`config.mk`:
```
export PLATFORM = sky130hd
export DESIGN_NAME = sram_array_ctrl_flat
export DESIGN_NICKNAME = d
export VERILOG_FILES = /design/src/rtl/sram_array_ctrl_if.sv /design/src/rtl/sram_array_ctrl.sv /design/src/flat_wrapper.sv
export SDC_FILE = /design/constraint.sdc
export NUM_CORES = 1
export LEC_CHECK = 0
export ABC_AREA = 1
export CORE_ASPECT_RATIO = 2
export CORE_UTILIZATION = 40
export DETAILED_ROUTE_END_ITERATION = 8
export PLACE_DENSITY = 0.68
export RECOVER_POWER = 100
export SETUP_SLACK_MARGIN = 0.15
export SYNTH_ARGS = -nofsm -noshare
export SYNTH_HDL_FRONTEND = slang
export SYNTH_SLANG_ARGS = --single-unit
```
`constraint.sdc`:
```
create_clock -name clk -period 3.4 [get_ports clk]
set_input_delay 0.68 -clock clk [delete_from_list [all_inputs] [get_ports clk]]
set_output_delay 0.68 -clock clk [all_outputs]
set_load 0.1 [all_outputs]
```
`src/rtl/sram_array_ctrl_if.sv`:
```
// Request/response stream between a requester and the SRAM access sequencer.
interface sram_array_ctrl_if #(
  parameter int unsigned ADDR_W = 12,
  parameter int unsigned DATA_W = 8
);
  localparam int unsigned MASK_W = DATA_W / 8;

  logic              req_valid;
  logic              req_ready;
  logic              req_we;
  logic [ADDR_W-1:0] req_addr;
  logic [DATA_W-1:0] req_wdata;
  logic [MASK_W-1:0] req_wmask;
  logic              rsp_valid;
  logic              rsp_ready;
  logic [DATA_W-1:0] rsp_rdata;

  // Requester side
  modport master (
    output req_valid, req_we, req_addr, req_wdata, req_wmask, rsp_ready,
    input  req_ready, rsp_valid, rsp_rdata
  );

  // Controller side
  modport slave (
    input  req_valid, req_we, req_addr, req_wdata, req_wmask, rsp_ready,
    output req_ready, rsp_valid, rsp_rdata
  );
endinterface

```
`src/rtl/sram_array_ctrl.sv`:
```
// Access sequencer for a compiled SRAM macro: timed write/sense strobes,
// recovery gaps, byte-masked writes via read-modify-write, held response.
module sram_array_ctrl #(
  parameter int unsigned ADDR_W         = 12,
  parameter int unsigned DATA_W         = 8,
  parameter int unsigned WR_CYCLES      = 2,
  parameter int unsigned SENSE_CYCLES   = 1,
  parameter int unsigned RECOVER_CYCLES = 1
) (
  input  logic              clk,
  input  logic              resetn,
  sram_array_ctrl_if.slave  bus,
  output logic [ADDR_W-1:0] sram_addr,
  output logic [DATA_W-1:0] sram_din,
  output logic              sram_write_en,
  output logic              sram_sense_en,
  input  logic [DATA_W-1:0] sram_dout
);

  localparam int unsigned MASK_W = DATA_W / 8;
  localparam int unsigned MAX_WS = (WR_CYCLES > SENSE_CYCLES) ? WR_CYCLES : SENSE_CYCLES;
  localparam int unsigned MAX_C  = (MAX_WS > RECOVER_CYCLES) ? MAX_WS : RECOVER_CYCLES;
  localparam int unsigned CNT_W  = $clog2(MAX_C + 1);

  typedef enum logic [2:0] {
    IDLE    = 3'd0,
    SENSE   = 3'd1,
    MERGE   = 3'd2,
    WRITE   = 3'd3,
    RECOVER = 3'd4,
    RESP    = 3'd5
  } state_e;

  state_e            state_q, state_d;
  logic [CNT_W-1:0]  cnt_q, cnt_d;
  logic              ready_q, ready_d;
  logic [ADDR_W-1:0] addr_q, addr_d;
  logic [DATA_W-1:0] din_q, din_d;
  logic              we_q, we_d;
  logic              sense_n_q, sense_n_d;
  logic [DATA_W-1:0] wdata_q, wdata_d;
  logic [MASK_W-1:0] wmask_q, wmask_d;
  logic              is_wr_q, is_wr_d;
  logic [DATA_W-1:0] cap_q, cap_d;
  logic              rsp_valid_q, rsp_valid_d;
  logic [DATA_W-1:0] rsp_rdata_q, rsp_rdata_d;

  logic [DATA_W-1:0] merged;
  logic              sense_last, wr_last, rec_last;

  assign sense_last = (cnt_q == CNT_W'(SENSE_CYCLES - 1));
  assign wr_last    = (cnt_q == CNT_W'(WR_CYCLES - 1));
  assign rec_last   = (cnt_q == CNT_W'(RECOVER_CYCLES - 1));

  // Byte-wise merge of new write data over the sensed word
  always_comb begin
    merged = cap_q;
    for (int i = 0; i < int'(MASK_W); i++) begin
      if (wmask_q[i]) merged[8*i +: 8] = wdata_q[8*i +: 8];
    end
  end

  // Next-state and registered-output logic
  always_comb begin
    state_d     = state_q;
    cnt_d       = cnt_q;
    ready_d     = ready_q;
    addr_d      = addr_q;
    din_d       = din_q;
    we_d        = we_q;
    sense_n_d   = sense_n_q;
    wdata_d     = wdata_q;
    wmask_d     = wmask_q;
    is_wr_d     = is_wr_q;
    cap_d       = cap_q;
    rsp_valid_d = rsp_valid_q;
    rsp_rdata_d = rsp_rdata_q;

    unique case (state_q)
      IDLE: begin
        if (bus.req_valid) begin
          ready_d = 1'b0;
          addr_d  = bus.req_addr;
          wdata_d = bus.req_wdata;
          wmask_d = bus.req_wmask;
          is_wr_d = bus.req_we;
          cnt_d   = '0;
          if (!bus.req_we) begin
            sense_n_d = 1'b0;
            state_d   = SENSE;
          end else if (bus.req_wmask == '0) begin
            rsp_valid_d = 1'b1;
            rsp_rdata_d = '0;
            state_d     = RESP;
          end else if (bus.req_wmask == {MASK_W{1'b1}}) begin
            din_d   = bus.req_wdata;
            we_d    = 1'b1;
            state_d = WRITE;
          end else begin
            sense_n_d = 1'b0;
            state_d   = SENSE;
          end
        end
      end
      SENSE: begin
        if (sense_last) begin
          sense_n_d = 1'b1;
          cap_d     = sram_dout;
          cnt_d     = '0;
          if (is_wr_q) begin
            state_d = MERGE;
          end else begin
            rsp_valid_d = 1'b1;
            rsp_rdata_d = sram_dout;
            state_d     = RESP;
          end
        end else begin
          cnt_d = cnt_q + CNT_W'(1);
        end
      end
      MERGE: begin
        din_d   = merged;
        we_d    = 1'b1;
        cnt_d   = '0;
        state_d = WRITE;
      end
      WRITE: begin
        if (wr_last) begin
          we_d    = 1'b0;
          cnt_d   = '0;
          state_d = RECOVER;
        end else begin
          cnt_d = cnt_q + CNT_W'(1);
        end
      end
      RECOVER: begin
        if (rec_last) begin
          rsp_valid_d = 1'b1;
          rsp_rdata_d = '0;
          state_d     = RESP;
        end else begin
          cnt_d = cnt_q + CNT_W'(1);
        end
      end
      RESP: begin
        if (bus.rsp_ready) begin
          rsp_valid_d = 1'b0;
          ready_d     = 1'b1;
          state_d     = IDLE;
        end
      end
      default: begin
        state_d     = IDLE;
        ready_d     = 1'b1;
        we_d        = 1'b0;
        sense_n_d   = 1'b1;
        rsp_valid_d = 1'b0;
      end
    endcase
  end

  // State and output registers; reset drops both strobes immediately
  always_ff @(posedge clk or negedge resetn) begin
    if (!resetn) begin
      state_q     <= IDLE;
      cnt_q       <= '0;
      ready_q     <= 1'b1;
      addr_q      <= '0;
      din_q       <= '0;
      we_q        <= 1'b0;
      sense_n_q   <= 1'b1;
      wdata_q     <= '0;
      wmask_q     <= '0;
      is_wr_q     <= 1'b0;
      cap_q       <= '0;
      rsp_valid_q <= 1'b0;
      rsp_rdata_q <= '0;
    end else begin
      state_q     <= state_d;
      cnt_q       <= cnt_d;
      ready_q     <= ready_d;
      addr_q      <= addr_d;
      din_q       <= din_d;
      we_q        <= we_d;
      sense_n_q   <= sense_n_d;
      wdata_q     <= wdata_d;
      wmask_q     <= wmask_d;
      is_wr_q     <= is_wr_d;
      cap_q       <= cap_d;
      rsp_valid_q <= rsp_valid_d;
      rsp_rdata_q <= rsp_rdata_d;
    end
  end

  assign bus.req_ready = ready_q;
  assign bus.rsp_valid = rsp_valid_q;
  assign bus.rsp_rdata = rsp_rdata_q;
  assign sram_addr     = addr_q;
  assign sram_din      = din_q;
  assign sram_write_en = we_q;
  assign sram_sense_en = sense_n_q;

endmodule

```
`src/flat_wrapper.sv`:
```
// flat-port wrapper written by rule: the top's interface ports become plain ports
module sram_array_ctrl_flat 
#(
  parameter int unsigned ADDR_W         = 12,
  parameter int unsigned DATA_W         = 8,
  parameter int unsigned WR_CYCLES      = 2,
  parameter int unsigned SENSE_CYCLES   = 1,
  parameter int unsigned RECOVER_CYCLES = 1
)
  (clk, resetn, sram_addr, sram_din, sram_write_en, sram_sense_en, sram_dout, bus_req_valid, bus_req_we, bus_req_addr, bus_req_wdata, bus_req_wmask, bus_rsp_ready, bus_req_ready, bus_rsp_valid, bus_rsp_rdata);
  sram_array_ctrl_if #(.ADDR_W(ADDR_W), .DATA_W(DATA_W)) bus_i ();
  input  logic clk;
  input  logic resetn;
  output logic [ADDR_W-1:0] sram_addr;
  output logic [DATA_W-1:0] sram_din;
  output logic sram_write_en;
  output logic sram_sense_en;
  input  logic [DATA_W-1:0] sram_dout;
  input wire logic [$bits(bus_i.req_valid)-1:0] bus_req_valid;
  input wire logic [$bits(bus_i.req_we)-1:0] bus_req_we;
  input wire logic [$bits(bus_i.req_addr)-1:0] bus_req_addr;
  input wire logic [$bits(bus_i.req_wdata)-1:0] bus_req_wdata;
  input wire logic [$bits(bus_i.req_wmask)-1:0] bus_req_wmask;
  input wire logic [$bits(bus_i.rsp_ready)-1:0] bus_rsp_ready;
  output wire logic [$bits(bus_i.req_ready)-1:0] bus_req_ready;
  output wire logic [$bits(bus_i.rsp_valid)-1:0] bus_rsp_valid;
  output wire logic [$bits(bus_i.rsp_rdata)-1:0] bus_rsp_rdata;
  assign bus_i.req_valid = bus_req_valid;
  assign bus_i.req_we = bus_req_we;
  assign bus_i.req_addr = bus_req_addr;
  assign bus_i.req_wdata = bus_req_wdata;
  assign bus_i.req_wmask = bus_req_wmask;
  assign bus_i.rsp_ready = bus_rsp_ready;
  assign bus_req_ready = bus_i.req_ready;
  assign bus_rsp_valid = bus_i.rsp_valid;
  assign bus_rsp_rdata = bus_i.rsp_rdata;
  sram_array_ctrl #(.ADDR_W(ADDR_W), .DATA_W(DATA_W), .WR_CYCLES(WR_CYCLES), .SENSE_CYCLES(SENSE_CYCLES), .RECOVER_CYCLES(RECOVER_CYCLES)) u_core (.clk(clk), .resetn(resetn), .bus(bus_i), .sram_addr(sram_addr), .sram_din(sram_din), .sram_write_en(sram_write_en), .sram_sense_en(sram_sense_en), .sram_dout(sram_dout));
endmodule
```
Word-level counts from Yosys, hierarchy flattened
Cells that the tools add are included.
{"block": "word_totals", "ff_bits": 55, "inputBits": 34, "out_inout_bits": 32, "wordCells": 99}
{"block": "op_classes", "add_sub_neg": 1, "n_eq_ne": 17, "n_mux": 45, "bitwise": 4, "n_reduce_logical": 19}
{"cell": "$mux W8", "n": 10}
{"cell": "$mux W3", "n": 8}
{"cell": "$pmux W8 S3", "n": 1}
{"cell": "$pmux W3 S6", "n": 1}
{"cell": "$ne A2 B2 Y1 const B", "n": 8}
{"cell": "$pmux W8 S2", "n": 1}
{"cell": "$mux W1", "n": 15}
{"cell": "$pmux W2 S5", "n": 1}
{"cell": "$reduce_and A5 Y1", "n": 2}
{"cell": "$mux W2", "n": 4}
{"cell": "$reduce_and A4 Y1", "n": 2}
{"cell": "$reduce_and A8 Y1", "n": 1}
{"cell": "$reduce_or A4 Y1", "n": 2}
{"cell": "$reduce_and A7 Y1", "n": 1}
{"cell": "$eq A3 B2 Y1 const B", "n": 2}
{"cell": "$eq A3 B3 Y1 const B", "n": 2}
{"cell": "$ne A2 B1 Y1 const B", "n": 3}
{"cell": "$pmux W1 S3", "n": 2}
{"cell": "$reduce_and A3 Y1", "n": 2}
{"cell": "$pmux W1 S5", "n": 1}
{"cell": "$reduce_bool A5 Y1", "n": 1}
{"cell": "$not A1 Y1", "n": 4}
{"cell": "$pmux W1 S4", "n": 1}
{"cell": "$reduce_and A2 Y1", "n": 2}
{"cell": "other kinds (9)", "n": 9}

Longest topological paths before layout
Gate-level depths: netlist of run 1.
{"block": "depth", "depth_word": 4, "ltp_mapped": 10, "mapped_depth_nobuf": 9}

Worst setup path before layout of run 1
No wires, ideal clock.
{"block": "synth_path", "path_kind": "flip-flop to output port", "startpoint": "register u_core.rsp_rdata_q[0] (netlist: u_core.bus.rsp_rdata[0])", "endpoint": "output port bus_rsp_rdata[0]", "arrival_time_ps": 898, "required_time_ps": 2720, "path_slack_ps": 1822, "stages_incl_launch_ff": 1, "n_path_buf": 0, "cell_sequence": "dfrtp_1"}
{"item": "from (decl)", "line_no": "sram_array_ctrl.sv:46", "source": "logic [DATA_W-1:0] rsp_rdata_q, rsp_rdata_d;"}
{"item": "from (signal assigned)", "line_no": "sram_array_ctrl.sv:191", "source": "rsp_rdata_q <= rsp_rdata_d;"}
{"item": "to (decl)", "line_no": "flat_wrapper.sv:27", "source": "output wire logic [$bits(bus_i.rsp_rdata)-1:0] bus_rsp_rdata;"}
No word-level cell between the ends.

Worst setup path after layout of run 1
{"block": "layout_path", "startpoint": "register u_core.state_q[2]", "endpoint": "register u_core.wdata_q[1]"}
{"block": "layout_via", "elab_chain_cells": 2}
{"item": "from (decl)", "line_no": "sram_array_ctrl.sv:34", "source": "state_e state_q, state_d;"}
{"item": "from (signal assigned)", "line_no": "sram_array_ctrl.sv:179", "source": "state_q <= state_d;"}
{"item": "$logic_not A3 Y1", "line_no": "sram_array_ctrl.sv:79", "source": "unique case (state_q)"}
{"item": "$reduce_and A2 Y1 (no line)"}
{"item": "to (signal assigned)", "line_no": "sram_array_ctrl.sv:186", "source": "wdata_q <= wdata_d;"}
{"item": "to (decl)", "line_no": "sram_array_ctrl.sv:41", "source": "logic [DATA_W-1:0] wdata_q, wdata_d;"}
No other way between the ends.
A chain may end at the register's enable or synchronous reset.

==> impl_metrics.toml, run 1 <==
[layout]
fill_cells = 733
drive_above_1_share_pct = 7.656
final_cell_mix = "nand2_1, dfrtp_1, o21ai_0, inv_1, nand3_1"
final_common_cell = "nand2_1"
stdcell_area_mm2 = 0.003465
diodes = 0
final_nets = 456
syn_to_final_growth_pct = 22.14

[clocking]
cts_tree = "built"
cts.sinks = 55
cts_setup_buffers = 0
cts_made_buffers = 5
path_clk_slew_ns = 0.07
h-tree-depth = 2
insertion_delay_ns = 0.30
cts_hold_buffers = 0
cts-root-buf = "clkbuf_16"
clockBufferDepth = 2
post_cts_resized = 0

[sta]
final-max-slew-violation-count = 0
fin_worst_skew_ns = 0.006577
finalHoldViolCount = 0
slew_headroom_pct = 10.58
fmax_mhz = 381.0
min_period_over_period_pct = 77.19
worst_pin_slew_ns = 1.341
whs_ns = 0.4744
grt_setup_unrepaired = "no"
setup_viol_count_final = 0
min_period_ns = 2.624
worst_slack_ns = 0.7756
tns_ns = 0

[placed_design]
finalWeightedCongestion = 0.8894
pre_cts_ws_ns = 0.9735
dp_hpwl_um = 4884
io_buffers = 65
dpl_cell_area_mm2 = 0.003485

[floorplan]
die_area_mm2 = 0.007452
fp.coreArea_mm2 = 0.006887
start_util_pct = 41.19
num_rows = 43
io_pins = 66
die_h_um = 121.1
fp.dieW_um = 61.55

[critical_path]
cp.arrival_ns = 2.76
worst_ep_required_time_ns = 3.54
slowest_delay_ns = 0.80
crit_path_end_kind = "flip-flop"
crit_type = "reg2reg"
critPathMostFrequentCell = "nand2_1"
cp_top_family = "simple AND/OR/NAND/NOR gates"
slowest_stage = "nand2_1"
critPathLaunchType = "flip-flop"
crit_fanout = 32
path_cells = "clkinvlp_2, nand2_1, inv_1, nand2_1, o21ai_0"
path_buf_inv = 2

[grt]
grt_pass1_wl_um = 10970
grt-ovfl-total = 0
grt.total_usage_pct = 19.76
grt_pass1_vias = 2295
grt_max_degree = 56
antenna_found_initial = 0

[synthesis]
synthCells = 354
ys_types = 25
synth.largest_area_cell = "dfrtp_1"
seq_area_frac_synth_pct = 48.61
synth_seq_cells = 55
syn_area_mm2 = 0.002836
synth.top_cell.area_share_pct = 46.76
syn_avg_cell_area_um2 = 8.013
synth_nets = 393
synthTopCellsByArea = "dfrtp_1, nand2_1, nand3_1"
synth_warnings = 0

[route]
dr.pass1.iters = 4
ant_nets = 0
wirelength_um = 6463
drc = 0
wl_per_cell_um = 12.72
drt_first_iter_violations = 117
via_per_inst = 4.683
vias = 2379

[run]
cap_violations = 0

[hold_path]
hp-class = "reg2reg"

[run_status]
status = "finished clean"
sequential cells by signal (all words and copies together), names as in the netlist:
| signal | cells |
|---|---|
| u_core.sram_addr | 12 |
| u_core.bus.rsp_rdata | 8 |
| u_core.cap_q | 8 |
| u_core.sram_din | 8 |
| u_core.wdata_q | 8 |
| u_core.state_q | 3 |
| u_core.cnt_q | 2 |
| u_core.bus.req_ready | 1 |
| u_core.bus.rsp_valid | 1 |
| u_core.is_wr_q | 1 |
| u_core.sram_sense_en | 1 |
| u_core.sram_write_en | 1 |
| u_core.wmask_q | 1 |
kinds of logic after synthesis:
logic type	count (synthesis)	synth area share, %
compound gates	49	9.793
flops	55	48.61
fa+ha+maj	5	2.206
simple gates	191	31.10
buf+inv	54	8.293
metrics by stage:
step / util, % / cells
after CTS: 52.74 / 508
after detailed placement: 50.60 / 500
final: 50.31 / 508
after floorplan: - / 354
after global placement: 50.60 / 500
after global routing: 50.31 / 508
final timing paths:
check	from	to	slack, ns	cells past startpoint
worst max-delay path	u_core.state_q[2]	u_core.wdata_q[1]	0.78	5
worst max register to register	u_core.state_q[2]	u_core.wdata_q[1]	0.78	5
worst min register to register	u_core.sram_addr[6]	u_core.sram_addr[6]	0.47	2
min in group asynchronous	resetn	u_core.cap_q[2]	0.76	2
worst min-delay path	u_core.sram_addr[6]	u_core.sram_addr[6]	0.47	2
max in group asynchronous	resetn	u_core.state_q[2]	1.82	2
worst reg2reg max path, cell delays in order, from the launching register on:
cell and delay, ns:
dfrtp_1 0.52, clkinvlp_2 0.47, nand2_1 0.24, inv_1 0.24, nand2_1 0.80, o21ai_0 0.20
cells in the mapped netlist:
library cell / instances
a21boi_0: 1
nor2_4: 3
dfstp_2: 2
inv_2: 5
buf_2: 6
o21ai_2: 8
inv_1: 37
dfrtp_1: 53
ha_1: 5
nand2_1: 123
o21ai_1: 13
nor2_2: 1
clkinv_4: 2
o21ai_0: 27
buf_6: 2
nand3_1: 32
nand2_2: 9
nand3_4: 2
nand3_2: 2
nand3b_1: 1
nor2_8: 1
clkbuf_1: 2
nand2_4: 2
nand4_1: 1
nor2_1: 14
per-layer routing:
layer / vias to the layer above / wire, um / track usage (%)
li1: 1231 / - / -
met1: 1082 / 2500 / 22.94
met2: 60 / 3574 / 34.34
met3: 6 / 273 / 3.412
met4: 0 / 114 / 7.778
met5: - / 0 / 0
cell type report:
class	count	area (um2)	share of cell area, %
multi-input cells	245	1151	33.22
clock inverters	3	22.52	0.6501
repair buffers	66	506.7	14.63
flip-flops and latches	55	1379	39.80
clock buffers	5	125.1	3.611
well taps	90	112.6	3.250
inverters	44	167.7	4.839
Power of run 1 is left out: the tool's default activity adds up to more than one toggle a clock period on the data nets, which glitch-free logic cannot reach.
==> run 2: changes to the inputs <==
==> constraint.sdc (replaced) <==
create_clock -name clk -period 2.7 [get_ports clk]
set_input_delay 0.54 -clock clk [delete_from_list [all_inputs] [get_ports clk]]
set_output_delay 0.54 -clock clk [all_outputs]
set_load 0.1 [all_outputs]
==> impl_metrics.toml, run 2 (synthesis gave the netlist of run 1 again) <==
[run_status]
status = "finished clean"

[layout]
syn_to_final_growth_pct = 20.60
final_common_cell = "nand2_1"
diodes = 0
utilization_pct = 49.67
drive_above_1_share_pct = 8.353
final_cell_mix = "nand2_1, dfrtp_1, o21ai_0, inv_1, nand3_1"
final_nets = 457
multi_input_area_mm2 = 0.001151
fill_cells = 772
largest_reg_flops = 12
seq_area_mm2 = 0.001379

[route]
via_per_inst = 4.788
drt_first_iter_violations = 90
wirelength_um = 6327
vias = 2437
wl_per_cell_um = 12.43
dr.pass1.iters = 4
drc = 0
ant_nets = 0

[grt]
grt-ovfl-total = 0
grt_pass1_wl_um = 10610
antenna_found_initial = 0
grt.total_usage_pct = 18.90
grt_max_degree = 56
grt_pass1_vias = 2347

[clocking]
cts_hold_buffers = 0
cts.sinks = 55
cts_made_buffers = 5
cts-root-buf = "clkbuf_16"
cts_setup_buffers = 0
h-tree-depth = 2
insertion_delay_ns = 0.29
post_cts_resized = 0
cts_tree = "built"
path_clk_slew_ns = 0.07
clockBufferDepth = 2

[sta]
min_period_ns = 2.214
finalHoldViolCount = 0
worst_pin_slew_ns = 1.345
setup_viol_count_final = 0
fmax_mhz = 451.7
tns_ns = 0
fin_worst_skew_ns = 0.007103
slew_headroom_pct = 10.30
whs_ns = 0.4727
min_period_over_period_pct = 82.00
final-max-slew-violation-count = 0
grt_setup_unrepaired = "no"

[floorplan]
start_util_pct = 41.19
die_h_um = 121.1
io_pins = 66
fp.coreArea_mm2 = 0.006887
die_area_mm2 = 0.007452
num_rows = 43
fp.dieW_um = 61.55

[run]
cap_violations = 0

[hold_path]
min_from = "u_core.sram_addr[10]"
hp-class = "reg2reg"
hold_depth = 2
min_to = "u_core.sram_addr[10]"

[critical_path]
slowest_stage = "clkbuf_1"
rr_worst_depth = 9
worst_ep_required_time_ns = 2.16
reg2reg_from = "u_core.state_q[2]"
crit_path_end_kind = "primary output"
crit_type = "reg2out"
r2r_slack_ns = 0.60
cp.arrival_ns = 1.67
crit_fanout = 2
path_buf_inv = 1
critPathLaunchType = "flip-flop"
slowest_delay_ns = 0.86
path_cells = "clkbuf_1"
cp_top_family = "buffers and inverters"
r2r_end = "u_core.sram_din[7]"

[placed_design]
io_buffers = 65
finalWeightedCongestion = 0.9071
dp_hpwl_um = 4843
run 2: cell count changes in the layout (fill, tap and decap cells not counted), sizes merged:
| cell | before | now |
|---|---|---|
| buf | 1 | 2 |
| clkbuf | 29 | 38 |
| dlygate4sd3 | 10 | 1 |
run 2: layout make-up:
class                   instances  share of cell area, %
clock inverters                 3                 0.6950
well taps                      90                  3.292
repair buffers                 67                  13.39
inverters                      44                  5.011
multi-input cells             245                  33.65
flip-flops and latches         55                  40.31
clock buffers                   5                  3.658
run 2: per-layer routing:
metal	up-vias	GRT usage [%]	wire [um]
li1	1232	-	-
met1	1131	21.59	2440
met2	64	33.74	3525
met3	10	2.985	220
met4	0	6.667	141
met5	-	0	0
run 2: worst max path at each step:
stage | start | to | slack, ns | cells after the start
final | u_core.bus.req_ready | bus_req_ready | 0.49 | 1
after global routing | bus_req_valid | u_core.sram_din[0] | 0.34 | 7
after CTS | u_core.state_q[0] | u_core.wdata_q[0] | 0.82 | 6
after detailed placement | bus_req_valid | u_core.bus.rsp_rdata[6] | 0.77 | 8
after global placement | bus_req_we | u_core.bus.rsp_rdata[2] | 0.80 | 8
after floorplan | u_core.cnt_q[0] | u_core.bus.rsp_rdata[0] | 1.23 | 9
run 2: tightest hold or removal path: stages, from the launching register on:
cell     delay, ns
dfrtp_1       0.35
nand2_1       0.05
nand2_1       0.05
run 2: per-stage QoR:
step	instance area [um2]	worst slack, ns	instances
after floorplan	2836	1.225	354
after global placement	3470	0.8032	501
after detailed placement	3470	0.7740	501
after CTS	3618	0.8157	509
after global routing	3421	0.3413	509
final	3421	0.4860	509
Power of run 2 is left out for the same reason.
==> variant (flow settings as in run 2) <==
`ADDR_W` is set to 12 in 3 places; all go to 11.
--- a/src/rtl/sram_array_ctrl_if.sv
+++ b/src/rtl/sram_array_ctrl_if.sv
@@ -1,6 +1,6 @@
 // Request/response stream between a requester and the SRAM access sequencer.
 interface sram_array_ctrl_if #(
-  parameter int unsigned ADDR_W = 12,
+  parameter int unsigned ADDR_W = 11,
   parameter int unsigned DATA_W = 8
 );
   localparam int unsigned MASK_W = DATA_W / 8;
--- a/src/rtl/sram_array_ctrl.sv
+++ b/src/rtl/sram_array_ctrl.sv
@@ -1,7 +1,7 @@
 // Access sequencer for a compiled SRAM macro: timed write/sense strobes,
 // recovery gaps, byte-masked writes via read-modify-write, held response.
 module sram_array_ctrl #(
-  parameter int unsigned ADDR_W         = 12,
+  parameter int unsigned ADDR_W         = 11,
   parameter int unsigned DATA_W         = 8,
   parameter int unsigned WR_CYCLES      = 2,
   parameter int unsigned SENSE_CYCLES   = 1,
--- a/src/flat_wrapper.sv
+++ b/src/flat_wrapper.sv
@@ -1,7 +1,7 @@
 // flat-port wrapper written by rule: the top's interface ports become plain ports
 module sram_array_ctrl_flat 
 #(
-  parameter int unsigned ADDR_W         = 12,
+  parameter int unsigned ADDR_W         = 11,
   parameter int unsigned DATA_W         = 8,
   parameter int unsigned WR_CYCLES      = 2,
   parameter int unsigned SENSE_CYCLES   = 1,
Interface: changed (resized bus_req_addr and sram_addr); port bits go from 66 to 64. The function was not compared with the original's and may differ.
==> variant against run 2 <==
  * Worst hold slack got worse by 0.0063 ns
  * Routed wire length increased by 1.9%
  * Sequential cell count decreased by 1
  * Non-clock buffer count decreased by 1
  * Synthesized area decreased by 3.7%
  * Cell area decreased by 0.55%
  * Highest routed layer unchanged
  * Synthesized cell count increased by 0.85%
  * Setup slack got worse by 0.0051 ns
Power is not shown: default switching activity piles up to over one toggle a cycle in this logic, so the estimate is an artifact.
==> variant: results (changes against run 2) <==
Synthesis
  – Post-synthesis mux area share: 0 (unchanged)
  – Syn Nets: 395 (+0.51%)
  – Synth Flop Type: dfrtp_1
  – Netlist cell types: 25 (unchanged)
  – Synth warn: 0 (unchanged)
  – Synth Area in Adders: 0.0229 (+0.000859)
  – Compound-Gate Fraction of Synth Area: 0.0880 (-0.00993)
  – Register area share after synthesis: 0.496 (+0.00977)
  – Ranking of synthesized cells by area: dfrtp_1, nand2_1, nand3_1, inv_1, o21ai_1
  – Largest family of logic cells by synthesized area: simple AND/OR/NAND/NOR gates
  – Commonest cells in the synthesized netlist: nand2_1, dfrtp_1, inv_1, nand3_1, o21ai_1

Cells and area
  – Max reg flops: 11 (-1)
  – Diodes inserted: 0 (unchanged)
  – Proportion of layout cells with a drive suffix above 1: 0.0569 (-0.0267)
  – Final nets: 459 (+0.44%)
  – Fill cells: 697 (-9.7%)

Worst setup path
  – Worst reg2reg path depth: 7 (-2)
  – Worst Path Arrival: between 1.5 and 2 ns
  – Crit-path max FO: 2 (unchanged)
  – CP delay by family, top: buffers and inverters
  – Flop-to-flop setup slack: 0.55 ns (-0.05 ns)
  – Worst path slowest cell: clkbuf_1
  – Critical Path Sink: sram_sense_en
  – CP peak stage delay: 0.85 ns
  – Worst setup path start: u_core.sram_sense_en
  – Worst R2R End: u_core.wmask_q

Clock tree
  – Post-CTS Setup Inserts: 0 (unchanged)
  – H-tree Lvls: 2 (unchanged)
  – CTS root buffer: clkbuf_16
  – Clock Path Buffers: 2 (unchanged)
  – CTS clk-pin slew, worst paths: 0.07 ns (about the same)

STA
  – Worst Clk Skew: 0.00548 ns (-0.00162 ns)
  – Tcrit/Tclk final: 0.822 (+0.00189)
  – Relative max-transition margin: 0.139 (+0.0363)

Place
  – # port buffers: 63 (-3.1%)
  – Global placement routability congestion: 0.917 (+1.1%)
  – Dpl ws: 0.666 ns (-0.108 ns)
  – Final HPWL DP: 5.05 mm (+4.4%)

GRT
  – Total track usage: 0.207 (+0.0177)
  – Global-route wire length before repair: 11.1 mm (+4.2%)
  – Largest net degree at the start of global routing: 55 (-1.8%)
  – Number of global-route vias before repair: 2537 (+8.1%)

Outcome
  – Status: completed

Detailed routing
  – DRT Wirelength: 6.45 mm (+1.9%)
  – Detailed router's first-iteration violation count: 97 (+7.8%)
  – DRT Pass-1 Iters: 4 (unchanged)
  – Via/cell ratio: 4.79 (about the same)
## variant: changes by cell type after synthesis, moves of 3 or more
| cell | before | now |
|---|---|---|
| o21ai_0 | 27 | 19 |
| nand2_1 | 123 | 135 |
| o21ai_1 | 13 | 23 |
| nor2_1 | 14 | 17 |
| nand2_2 | 9 | 2 |
| o21ai_2 | 8 | 0 |
| inv_1 | 37 | 40 |
## variant: per-layer routing
metal  vias up  track usage  wire [um]
li1       1245            -          -
met2        76        0.366       3510
met5         -            0          0
met4         0        0.131        321
met1      1097        0.201       2360
met3        25       0.0478        256
## variant: cell families after synthesis
group                    after synthesis
AO/OA/AOI/OAI                         45
flip-flops                            54
AND/OR/NAND/NOR                      197
adder cells (fa/ha/maj)                5
buffers and inverters                 56
## variant: worst min-delay path by stage
stage,from,endpoint,cells after the start
after global routing,u_core.bus.rsp_valid,u_core.bus.rsp_valid,2
after CTS,resetn,u_core.wdata_q[3],2
after detailed placement,u_core.sram_din[0],u_core.sram_din[0],2
final,u_core.bus.req_ready,u_core.bus.req_ready,2
after global placement,u_core.bus.req_ready,u_core.bus.req_ready,2
after floorplan,resetn,u_core.bus.rsp_rdata[0],0
## variant: per-stage QoR
| step | cells | utilization | instance area (um2) | hold WS (ns) |
|---|---|---|---|---|
| after CTS | 510 | 0.534 | 3540 | 0.391 |
| after global placement | 502 | 0.511 | 3380 | 0.456 |
| final | 510 | 0.514 | 3400 | 0.466 |
| after global routing | 510 | 0.514 | 3400 | 0.484 |
| after detailed placement | 502 | 0.511 | 3380 | 0.461 |
| after floorplan | 357 | - | 2730 | 0.244 |
## variant: final cells by class
| type | instances | area share |
|---|---|---|
| clock inverters | 2 | 0.00478 |
| multi-input cells | 247 | 0.335 |
| clock buffers | 6 | 0.0408 |
| well taps | 88 | 0.0324 |
| inverters | 47 | 0.0526 |
| flip-flops and latches | 54 | 0.398 |
| repair buffers | 66 | 0.136 |
